[config.mk]
export PLATFORM = sky130hd
export DESIGN_NAME = n1_dsp_stack_agu
export DESIGN_NICKNAME = d
export VERILOG_FILES = /design/src/rtl/n1_dsp_pkg.sv /design/src/rtl/n1_dsp_stack_agu_ch.sv /design/src/rtl/n1_dsp_stack_agu.sv
export SDC_FILE = /design/constraint.sdc
export NUM_CORES = 1
export LEC_CHECK = 0
export BUFFER_PORTS_ARGS = -buffer_cell sky130_fd_sc_hd__buf_2
export CORE_MARGIN = 3
export CORE_UTILIZATION = 40
export CTS_BUF_LIST = sky130_fd_sc_hd__clkbuf_4
export DETAILED_ROUTE_END_ITERATION = 16
export PLACE_DENSITY = 0.67
export SETUP_SLACK_MARGIN = 0.05
export SYNTH_ARGS = -nofsm -noshare
export SYNTH_HDL_FRONTEND = slang
export SYNTH_SLANG_ARGS = --single-unit
export TNS_END_PERCENT = 20
[constraint.sdc]
create_clock -name clk_i -period 4.5 [get_ports clk_i]
set_input_delay 0.45 -clock clk_i [delete_from_list [all_inputs] [get_ports clk_i]]
set_output_delay 0.45 -clock clk_i [all_outputs]
set_load 0.1 [all_outputs]
[src/rtl/n1_dsp_pkg.sv]
// Shared DSP-partition definitions: stack-pointer width and the stack AGU
// operation encoding with its per-channel priority decode.
package n1_dsp_pkg;

    localparam int N1_DSP_SP_WIDTH = 8;

    typedef enum logic [2:0] {
        OP_HOLD,
        OP_PSH,
        OP_PUL,
        OP_REPL,
        OP_RST
    } agu_op_t;

    // Clear beats everything; a simultaneous push and pull is a top-of-stack replace.
    function automatic agu_op_t decode_op(input logic rst, input logic psh, input logic pul);
        agu_op_t op;
        if (rst) begin
            op = OP_RST;
        end else if (psh && pul) begin
            op = OP_REPL;
        end else if (psh) begin
            op = OP_PSH;
        end else if (pul) begin
            op = OP_PUL;
        end else begin
            op = OP_HOLD;
        end
        return op;
    endfunction

endpackage

[src/rtl/n1_dsp_stack_agu_ch.sv]
// One stack address generator channel: fill-level counter, sticky error flags
// and a registered stack pointer derived from the next level.
module n1_dsp_stack_agu_ch
    import n1_dsp_pkg::*;
#(
    parameter int                  SP_WIDTH = N1_DSP_SP_WIDTH,
    parameter int                  DEPTH    = 255,
    parameter bit                  DOWN     = 1'b0,
    parameter logic [SP_WIDTH-1:0] BASE     = '0
) (
    input  logic                clk_i,
    input  logic                async_rst_b_i,
    input  logic                psh_i,
    input  logic                pul_i,
    input  logic                rst_i,
    input  logic                err_clr_i,
    output logic [SP_WIDTH-1:0] sp_o,
    output logic [SP_WIDTH-1:0] lvl_o,
    output logic                empty_o,
    output logic                full_o,
    output logic                ovf_o,
    output logic                unf_o
);

    localparam logic [SP_WIDTH-1:0] DEPTH_L = SP_WIDTH'(DEPTH);
    localparam logic [SP_WIDTH-1:0] ONE     = SP_WIDTH'(1);

    logic [SP_WIDTH-1:0] lvl_q, lvl_nxt;
    logic [SP_WIDTH-1:0] sp_q, sp_nxt;
    logic                ovf_q, ovf_nxt;
    logic                unf_q, unf_nxt;
    logic                full_w, empty_w;
    agu_op_t             op;

    assign full_w  = (lvl_q == DEPTH_L);
    assign empty_w = (lvl_q == '0);

    // Error clear is applied first so that an error raised this cycle still sets the flag.
    always_comb begin
        op      = decode_op(rst_i, psh_i, pul_i);
        lvl_nxt = lvl_q;
        ovf_nxt = ovf_q & ~err_clr_i;
        unf_nxt = unf_q & ~err_clr_i;
        case (op)
            OP_RST: begin
                lvl_nxt = '0;
                ovf_nxt = 1'b0;
                unf_nxt = 1'b0;
            end
            OP_PSH: begin
                if (full_w) begin
                    ovf_nxt = 1'b1;
                end else begin
                    lvl_nxt = lvl_q + ONE;
                end
            end
            OP_PUL: begin
                if (empty_w) begin
                    unf_nxt = 1'b1;
                end else begin
                    lvl_nxt = lvl_q - ONE;
                end
            end
            default: begin
            end
        endcase
        sp_nxt = DOWN ? (BASE - lvl_nxt) : (BASE + lvl_nxt);
    end

    always_ff @(posedge clk_i or negedge async_rst_b_i) begin
        if (!async_rst_b_i) begin
            lvl_q <= '0;
            sp_q  <= BASE;
            ovf_q <= 1'b0;
            unf_q <= 1'b0;
        end else begin
            lvl_q <= lvl_nxt;
            sp_q  <= sp_nxt;
            ovf_q <= ovf_nxt;
            unf_q <= unf_nxt;
        end
    end

    assign sp_o    = sp_q;
    assign lvl_o   = lvl_q;
    assign empty_o = empty_w;
    assign full_o  = full_w;
    assign ovf_o   = ovf_q;
    assign unf_o   = unf_q;

endmodule

[src/rtl/n1_dsp_stack_agu.sv]
// CH independent stack AGUs with per-channel growth direction, packed into
// flat output buses (channel n at [n*SP_WIDTH +: SP_WIDTH]).
module n1_dsp_stack_agu
    import n1_dsp_pkg::*;
#(
    parameter int                  CH       = 2,
    parameter int                  SP_WIDTH = N1_DSP_SP_WIDTH,
    parameter int                  DEPTH    = 255,
    parameter logic [CH-1:0]       DIR_DOWN = 'b01,
    parameter logic [SP_WIDTH-1:0] BASE     = '0
) (
    input  logic                   clk_i,
    input  logic                   async_rst_b_i,
    input  logic [CH-1:0]          psh_i,
    input  logic [CH-1:0]          pul_i,
    input  logic [CH-1:0]          rst_i,
    input  logic [CH-1:0]          err_clr_i,
    output logic [CH*SP_WIDTH-1:0] sp_o,
    output logic [CH*SP_WIDTH-1:0] lvl_o,
    output logic [CH-1:0]          empty_o,
    output logic [CH-1:0]          full_o,
    output logic [CH-1:0]          ovf_o,
    output logic [CH-1:0]          unf_o
);

    for (genvar n = 0; n < CH; n++) begin : g_ch
        n1_dsp_stack_agu_ch #(
            .SP_WIDTH (SP_WIDTH),
            .DEPTH    (DEPTH),
            .DOWN     (DIR_DOWN[n]),
            .BASE     (BASE)
        ) u_ch (
            .clk_i         (clk_i),
            .async_rst_b_i (async_rst_b_i),
            .psh_i         (psh_i[n]),
            .pul_i         (pul_i[n]),
            .rst_i         (rst_i[n]),
            .err_clr_i     (err_clr_i[n]),
            .sp_o          (sp_o[n*SP_WIDTH +: SP_WIDTH]),
            .lvl_o         (lvl_o[n*SP_WIDTH +: SP_WIDTH]),
            .empty_o       (empty_o[n]),
            .full_o        (full_o[n]),
            .ovf_o         (ovf_o[n]),
            .unf_o         (unf_o[n])
        );
    end

endmodule

Word-level counts from Yosys, hierarchy flattened
Index checks and enable logic that the tools add are counted.
{ "classes": {"addsub": 5, "n_mul": 0, "div": 0, "order_cmp": 0, "n_eq_ne": 10, "shift": 0, "mux": 22, "bitwise_logic": 6, "n_reduce_logical": 6} }
{ "op_table": {"columns": ["operator", "n"], "rows": [
  ["$pmux W8 S3", 2],
  ["$mux W8", 4],
  ["$mux W3", 6],
  ["$add A8 B1 Y8 const B", 2],
  ["$eq A8 B8 Y1 const B", 2],
  ["$logic_not A8 Y1", 2],
  ["$sub A8 B1 Y8 const B", 2],
  ["$pmux W1 S2", 4],
  ["$sub A1 B8 Y8 const A", 1],
  ["$eq A3 B1 Y1 const B", 2],
  ["$eq A3 B2 Y1 const B", 2],
  ["$eq A3 B3 Y1 const B", 2],
  ["$and A1 B1 Y1", 4],
  ["$mux W1", 4],
  ["$mux W2", 2],
  ["$ne A2 B2 Y1 const B", 2],
  ["$reduce_and A3 Y1", 1],
  ["$reduce_bool A3 Y1", 1],
  ["$logic_and A1 B1 Y1", 2],
  ["$not A1 Y1", 2]
]} }
{ "word_totals": {"register_bits": 28, "latch_bits": 0, "ram_bits": 0, "romBits": 0, "in_bits": 10, "elab_cells": 56, "memories": 0} }

Logic depth before layout (Yosys ltp)
{ "depth": {"word_depth": 7, "mapped_depth": 13} }

Cells and area by module
From an unflattened synthesis, not the netlist that was laid out.
{ "hier_totals": {"hier_cells": 217, "hier_area_um2": 2050.7} }
{ "modules_own_cells": {"columns": ["mod", "instances", "cells_per_inst", "area_each_um2", "seq_area_each_um2"], "rows": [
  ["n1_dsp_stack_agu_ch (g_ch[0].u_ch)", 1, 128, 1241.2, 425.4],
  ["n1_dsp_stack_agu_ch (g_ch[1].u_ch)", 1, 89, 809.5, 250.2]
]} }

Worst setup path before layout
Ideal clock, no wire load.
{ "synth_timing": {"path_kind": "flip-flop to flip-flop", "start": "register g_ch[0].u_ch.lvl_q[2]", "end": "register g_ch[0].u_ch.sp_q[6]", "setup_time_ns": 0.080, "arrival_time_ns": 2.936, "required_time_ns": 4.420, "slack_ns": 1.485, "path_stages_with_launch": 13, "path_buffers": 1, "cell_sequence": "dfrtp_1 -> buf_4 -> or4_4 -> nor3_2 -> o22ai_1 -> xnor2_1 -> and2_1 -> inv_1 -> ha_1 -> inv_1 -> nor2_1 -> nor4b_2 -> xnor2_1"} }
{ "synth_via": {"elab_chain_cells": 4, "word_cells_on_any_way": 8, "cone_classes": "3 x add/sub; 1 x eq/ne; 3 x mux; 1 x reduce/logical"} }
{ "synth_rtl": {"columns": ["element", "line", "text"], "rows": [
  ["from (decl)", "n1_dsp_stack_agu_ch.sv:28", "logic [SP_WIDTH-1:0] lvl_q, lvl_nxt;"],
  ["from (signal assigned)", "n1_dsp_stack_agu_ch.sv:77", "lvl_q <= lvl_nxt;"],
  ["$logic_not A8 Y1", "n1_dsp_stack_agu_ch.sv:36", "assign empty_w = (lvl_q == '0);"],
  ["named net g_ch[0].u_ch.empty_o", "n1_dsp_stack_agu_ch.sv:19", "output logic empty_o,"],
  ["$mux W8", "n1_dsp_stack_agu_ch.sv:58", "if (empty_w) begin"],
  ["$pmux W8 S3", "n1_dsp_stack_agu_ch.sv:44", "case (op)"],
  ["named net g_ch[0].u_ch.lvl_nxt[0]", "n1_dsp_stack_agu_ch.sv:28", null],
  ["$sub A1 B8 Y8", "n1_dsp_stack_agu_ch.sv:67", "sp_nxt = DOWN ? (BASE - lvl_nxt) : (BASE + lvl_nxt);"],
  ["named net g_ch[0].u_ch.sp_nxt[6]", "n1_dsp_stack_agu_ch.sv:29", "logic [SP_WIDTH-1:0] sp_q, sp_nxt;"],
  ["to (signal assigned)", "n1_dsp_stack_agu_ch.sv:78", "sp_q <= sp_nxt;"],
  ["to (decl)", "n1_dsp_stack_agu_ch.sv:29", null]
]} }
The timed path passes the listed nets, and every way through them passes these cells.
A chain may end at the register's enable or synchronous reset.

Worst setup path after layout
{ "layout_timing": {"start": "register g_ch[0].u_ch.lvl_q[4]", "end": "register g_ch[0].u_ch.sp_q[6]"} }
{ "layout_via": {"elab_chain_cells": 4, "word_cells_on_any_way": 8, "cone_classes": "3 x add/sub; 1 x eq/ne; 3 x mux; 1 x reduce/logical"} }
{ "layout_rtl": {"columns": ["element", "line", "text"], "rows": [
  ["$sub A8 B1 Y8, or another cell as far along", "n1_dsp_stack_agu_ch.sv:61", "lvl_nxt = lvl_q - ONE;"],
  ["$mux W8 (on tied branches)", "n1_dsp_stack_agu_ch.sv:58, n1_dsp_stack_agu_ch.sv:51", null],
  ["$pmux W8 S3 (*)", "n1_dsp_stack_agu_ch.sv:44", null],
  ["$sub A1 B8 Y8 (*)", "n1_dsp_stack_agu_ch.sv:67", null],
  ["named net g_ch[0].u_ch.sp_nxt[6]", "n1_dsp_stack_agu_ch.sv:29", null]
]} }
Mark *: on every way through the listed nets, which the timed path passes. The rest lies on a longest branch.

==> results by group <==
STA
  – Fin crit period: 2.880 ns
  – Fmax achieved: 347.2 MHz
  – Worst slew margin: 52.64%
  – RSZ-0062 raised after global routing: no
  – Final Cycle Share: 64.00%
  – Slew at the pin closest to its max-slew limit: 0.7078 ns
  – Clock skew: 0.008865 ns
  – Final Max Slew Viols: 0
  – Setup tns final: 0 ns
  – Setup violators final: 0
  – Final hold violations: 0

Floorplanning
  – Chip width: 76.28 um
  – Die area: 5819 sq um
  – Core Area: 4564 sq um
  – Initial Util: 43.28%
  – Die Height: 76.28 um
  – Total I/O pin count: 50
  – FP Rows: 24

Pwr
  – Sw frac: 63.77%
  – Leakage: 1.078 nW
  – Combinational share of power: 69.1%
  – Internal Power: 0.5744 mW
  – Overall power: 1.585 mW
  – VDD IR max: 393.7 uV
  – Clk pwr share: 6.8%
  – Switching Power: 1.011 mW
  – PwrDens: 734.2 nW/um^2
  – Sequential share of power: 24.1%

Synthesis
  – Avg Cell Area, Syn: 8.940 sq um
  – Yosys cell types: 48
  – Post-synth top area cell: dfrtp_1
  – Cells after Synth: 221
  – Synth top area share: 34.20%
  – Synth warnings: 0
  – Top cells by area, synth: dfrtp_1 34%, buf_4 6.8%, ha_1 6.3%
  – Post-synth EDFFs: 0
  – Synth Cell Area: 1976 sq um
  – Mapped Nets: 242
  – Seq/Total Area, Yosys: 34.20%
  – Main synth FF type: dfrtp_1
  – FFs w/ async S/R, synth: 100.0%
  – Yosys reg bits: 27

Setup path
  – Reg2Reg Setup Slack: 1.62 ns
  – Kind of critical path: register to register
  – Register-to-Register Path Depth: 9
  – Worst setup SP type: register
  – CP Data Arrival Time: 3.13 ns
  – Crit-path slowest cell: or4_4
  – Worst Path Max Fanout: 10
  – Crit-path max cell delay: 0.63 ns
  – Setup crit end: g_ch[0].u_ch.sp_o[6]
  – Worst path cell trace: or4_4 > o31ai_2 > o22ai_1 > nor2_1 > ha_1 > inv_1 > nor2_1 > nor4b_2 > xnor2_1
  – Worst setup path start: g_ch[0].u_ch.lvl_o[4]
  – Reg-to-Reg End: g_ch[0].u_ch.sp_o[6]
  – CP dominant cell by count: nor2_1
  – R2r startpoint: g_ch[0].u_ch.lvl_o[4]
  – CP Capture Type: register
  – CP required: 4.75 ns

Clocking
  – CTS tree: built
  – CTS resizes: 0
  – Post-CTS setup buffer count: 0
  – Bufs on Longest Clock Path: 2
  – CTS clk-pin slew, worst paths: 0.16 ns
  – TritonCTS Buffers: 3
  – Clock Tree Root: clkbuf_4
  – H-tree lvl count: 1
  – Sink Count: 27
  – Clk Latency, worst-skew pair: 0.33 ns
  – Hold-fix buffers, CTS: 0

Cells and area
  – Post-Layout Inst Area: 2160 sq um
  – Area delta synth->final: 9.310%
  – Nets: 274
  – # diodes: 0
  – Non-Filler Instances: 317
  – Layout fillers: 471
  – Layout cells sized above 1: 25.79%

Detailed routing
  – Routed wire per std cell: 13.67 um
  – Detail Route Antenna Nets: 0
  – Met3 wire length: 173 um
  – M1 WL: 2138 um
  – Highest routed layer: met4
  – Metal2 WL: 1994 um
  – Initial drt markers: 155
  – WL final: 4334 um
  – Vias: 1,658
  – Vias per cell: 5.230
  – DR pass1 iterations: 4
  – Drt drc: 0

Placed design
  – Hpwl dp: 3335 um
  – Cells after DPL: 313
  – RD Place Congestion: 0.8320
  – PortBufs: 49
  – Post-DP Area: 2132 sq um

Global routing
  – GRT Resource Usage Total: 15.35%
  – Largest net degree at the start of global routing: 28
  – Total gr overflow: 0
  – First-pass GRT wire length: 7527 um
  – Initial antenna violation count: 0
  – Vias in the first global route: 1,562

Flow run
  – Max_cap viols: 0

Run status
  – Status: complete, no violations

Worst hold path
  – Min-delay worst type: primary input to asynchronous set/reset pin
[layer usage]
metal  up-vias  global-route usage [%]
met1       784                   21.55
met2        39                   24.69
li1        833                       -
met5         -                       0
met3         2                   2.009
met4         0                   4.348
[power by group through the flow]
stage	logic [mW]	clock network, mW	registers (mW)
after CTS	1.10	0.110	0.381
after floorplan	0.581	0	0.776
after global placement	1.08	0	0.384
final	1.10	0.108	0.382
after detailed placement	1.09	0	0.385
after global routing	1.15	0.122	0.393
[layout make-up]
class / instances / area, sq um / share of cell area, %
tap: 65 / 81.33 / 3.766
clock inverter: 1 / 5.005 / 0.2317
inverter: 10 / 37.54 / 1.738
multi-input combinational: 161 / 1085 / 50.23
timing repair buffer: 50 / 252.7 / 11.70
clock buffer: 3 / 22.52 / 1.043
sequential: 27 / 675.6 / 31.29
[how the worst min path moves through the flow]
stage                                 end  cells past startpoint                from  slack (ns)
floorplan           g_ch[0].u_ch.lvl_o[0]                      0       async_rst_b_i        0.15
CTS                  g_ch[0].u_ch.sp_o[3]                      1       async_rst_b_i        0.12
detailed placement     g_ch[0].u_ch.ovf_o                      1  g_ch[0].u_ch.ovf_o        0.48
global placement       g_ch[0].u_ch.ovf_o                      1  g_ch[0].u_ch.ovf_o        0.49
finish               g_ch[0].u_ch.sp_o[4]                      1       async_rst_b_i        0.10
global route         g_ch[0].u_ch.sp_o[2]                      1       async_rst_b_i        0.13
[registers in the layout (all words and copies together) (netlist names)]
register         count
g_ch.u_ch.sp_o       7
g_ch.u_ch.unf_o      2
g_ch.u_ch.lvl_o     16
g_ch.u_ch.ovf_o      2
[cells in the mapped netlist (2+ instances only)]
cell	instances
o21ai_0	9
nor3_1	9
nand4_1	4
ha_1	10
nor3_2	2
o31ai_1	4
nor2_1	17
xor2_1	7
and3_1	2
nand2_1	21
nand3_1	3
clkbuf_1	3
o22ai_1	4
a22oi_1	2
buf_4	18
xnor2_1	8
a22o_1	2
dfrtp_1	27
nor2b_1	3
inv_1	10
nor4_1	3
o221a_2	2
nand2b_1	7
a21oi_1	12
or3_1	2
nor3b_1	3
a21o_1	6
[cell families after synthesis]
logic type | synth area share, %
adders and majority gates | 7.346
AOI/OAI and AO/OA | 18.56
DFF | 34.20
xor gates and xnor gates | 6.650
and+or+nand+nor | 21.15
buffers and inverters | 10.89
muxes | 1.203
[through the flow]
| stage | worst slack [ns] | hold slack, ns | util (%) |
|---|---|---|---|
| global route | 1.431 | 0.1324 | 47.31 |
| detailed placement | 1.414 | 0.4836 | 46.71 |
| CTS | 1.631 | 0.1245 | 47.31 |
| global placement | 1.469 | 0.4896 | 46.71 |
| finish | 1.620 | 0.1015 | 47.31 |
| floorplan | 1.485 | 0.1544 | - |
[placed cells by master (no fill, tap or decap), types with 3 or more instances in the layout]
cell type / count
o22ai_1: 4
nand2b_1: 7
buf_2: 49
nand2_1: 21
nor3b_1: 3
a21o_1: 6
clkbuf_4: 3
nor2_1: 17
o31ai_1: 4
dfrtp_1: 27
a21oi_1: 12
xnor2_1: 8
nor3_1: 9
nor4_1: 3
nand3_1: 3
nand4_1: 4
o21ai_0: 9
ha_1: 10
inv_1: 10
nor2b_1: 3
xor2_1: 7
[worst max-delay path: cells and delay by family (launching register included)]
kind | cells | cell delay [ns]
AND/OR/NAND/NOR | 4 | 1.16
XOR/XNOR | 1 | 0.15
AO/OA/AOI/OAI | 2 | 0.64
adder cells (fa/ha/maj) | 1 | 0.25
flip-flops | 1 | 0.54
buffers and inverters | 1 | 0.07
No activity file was read; power rests on OpenSTA's default activity.
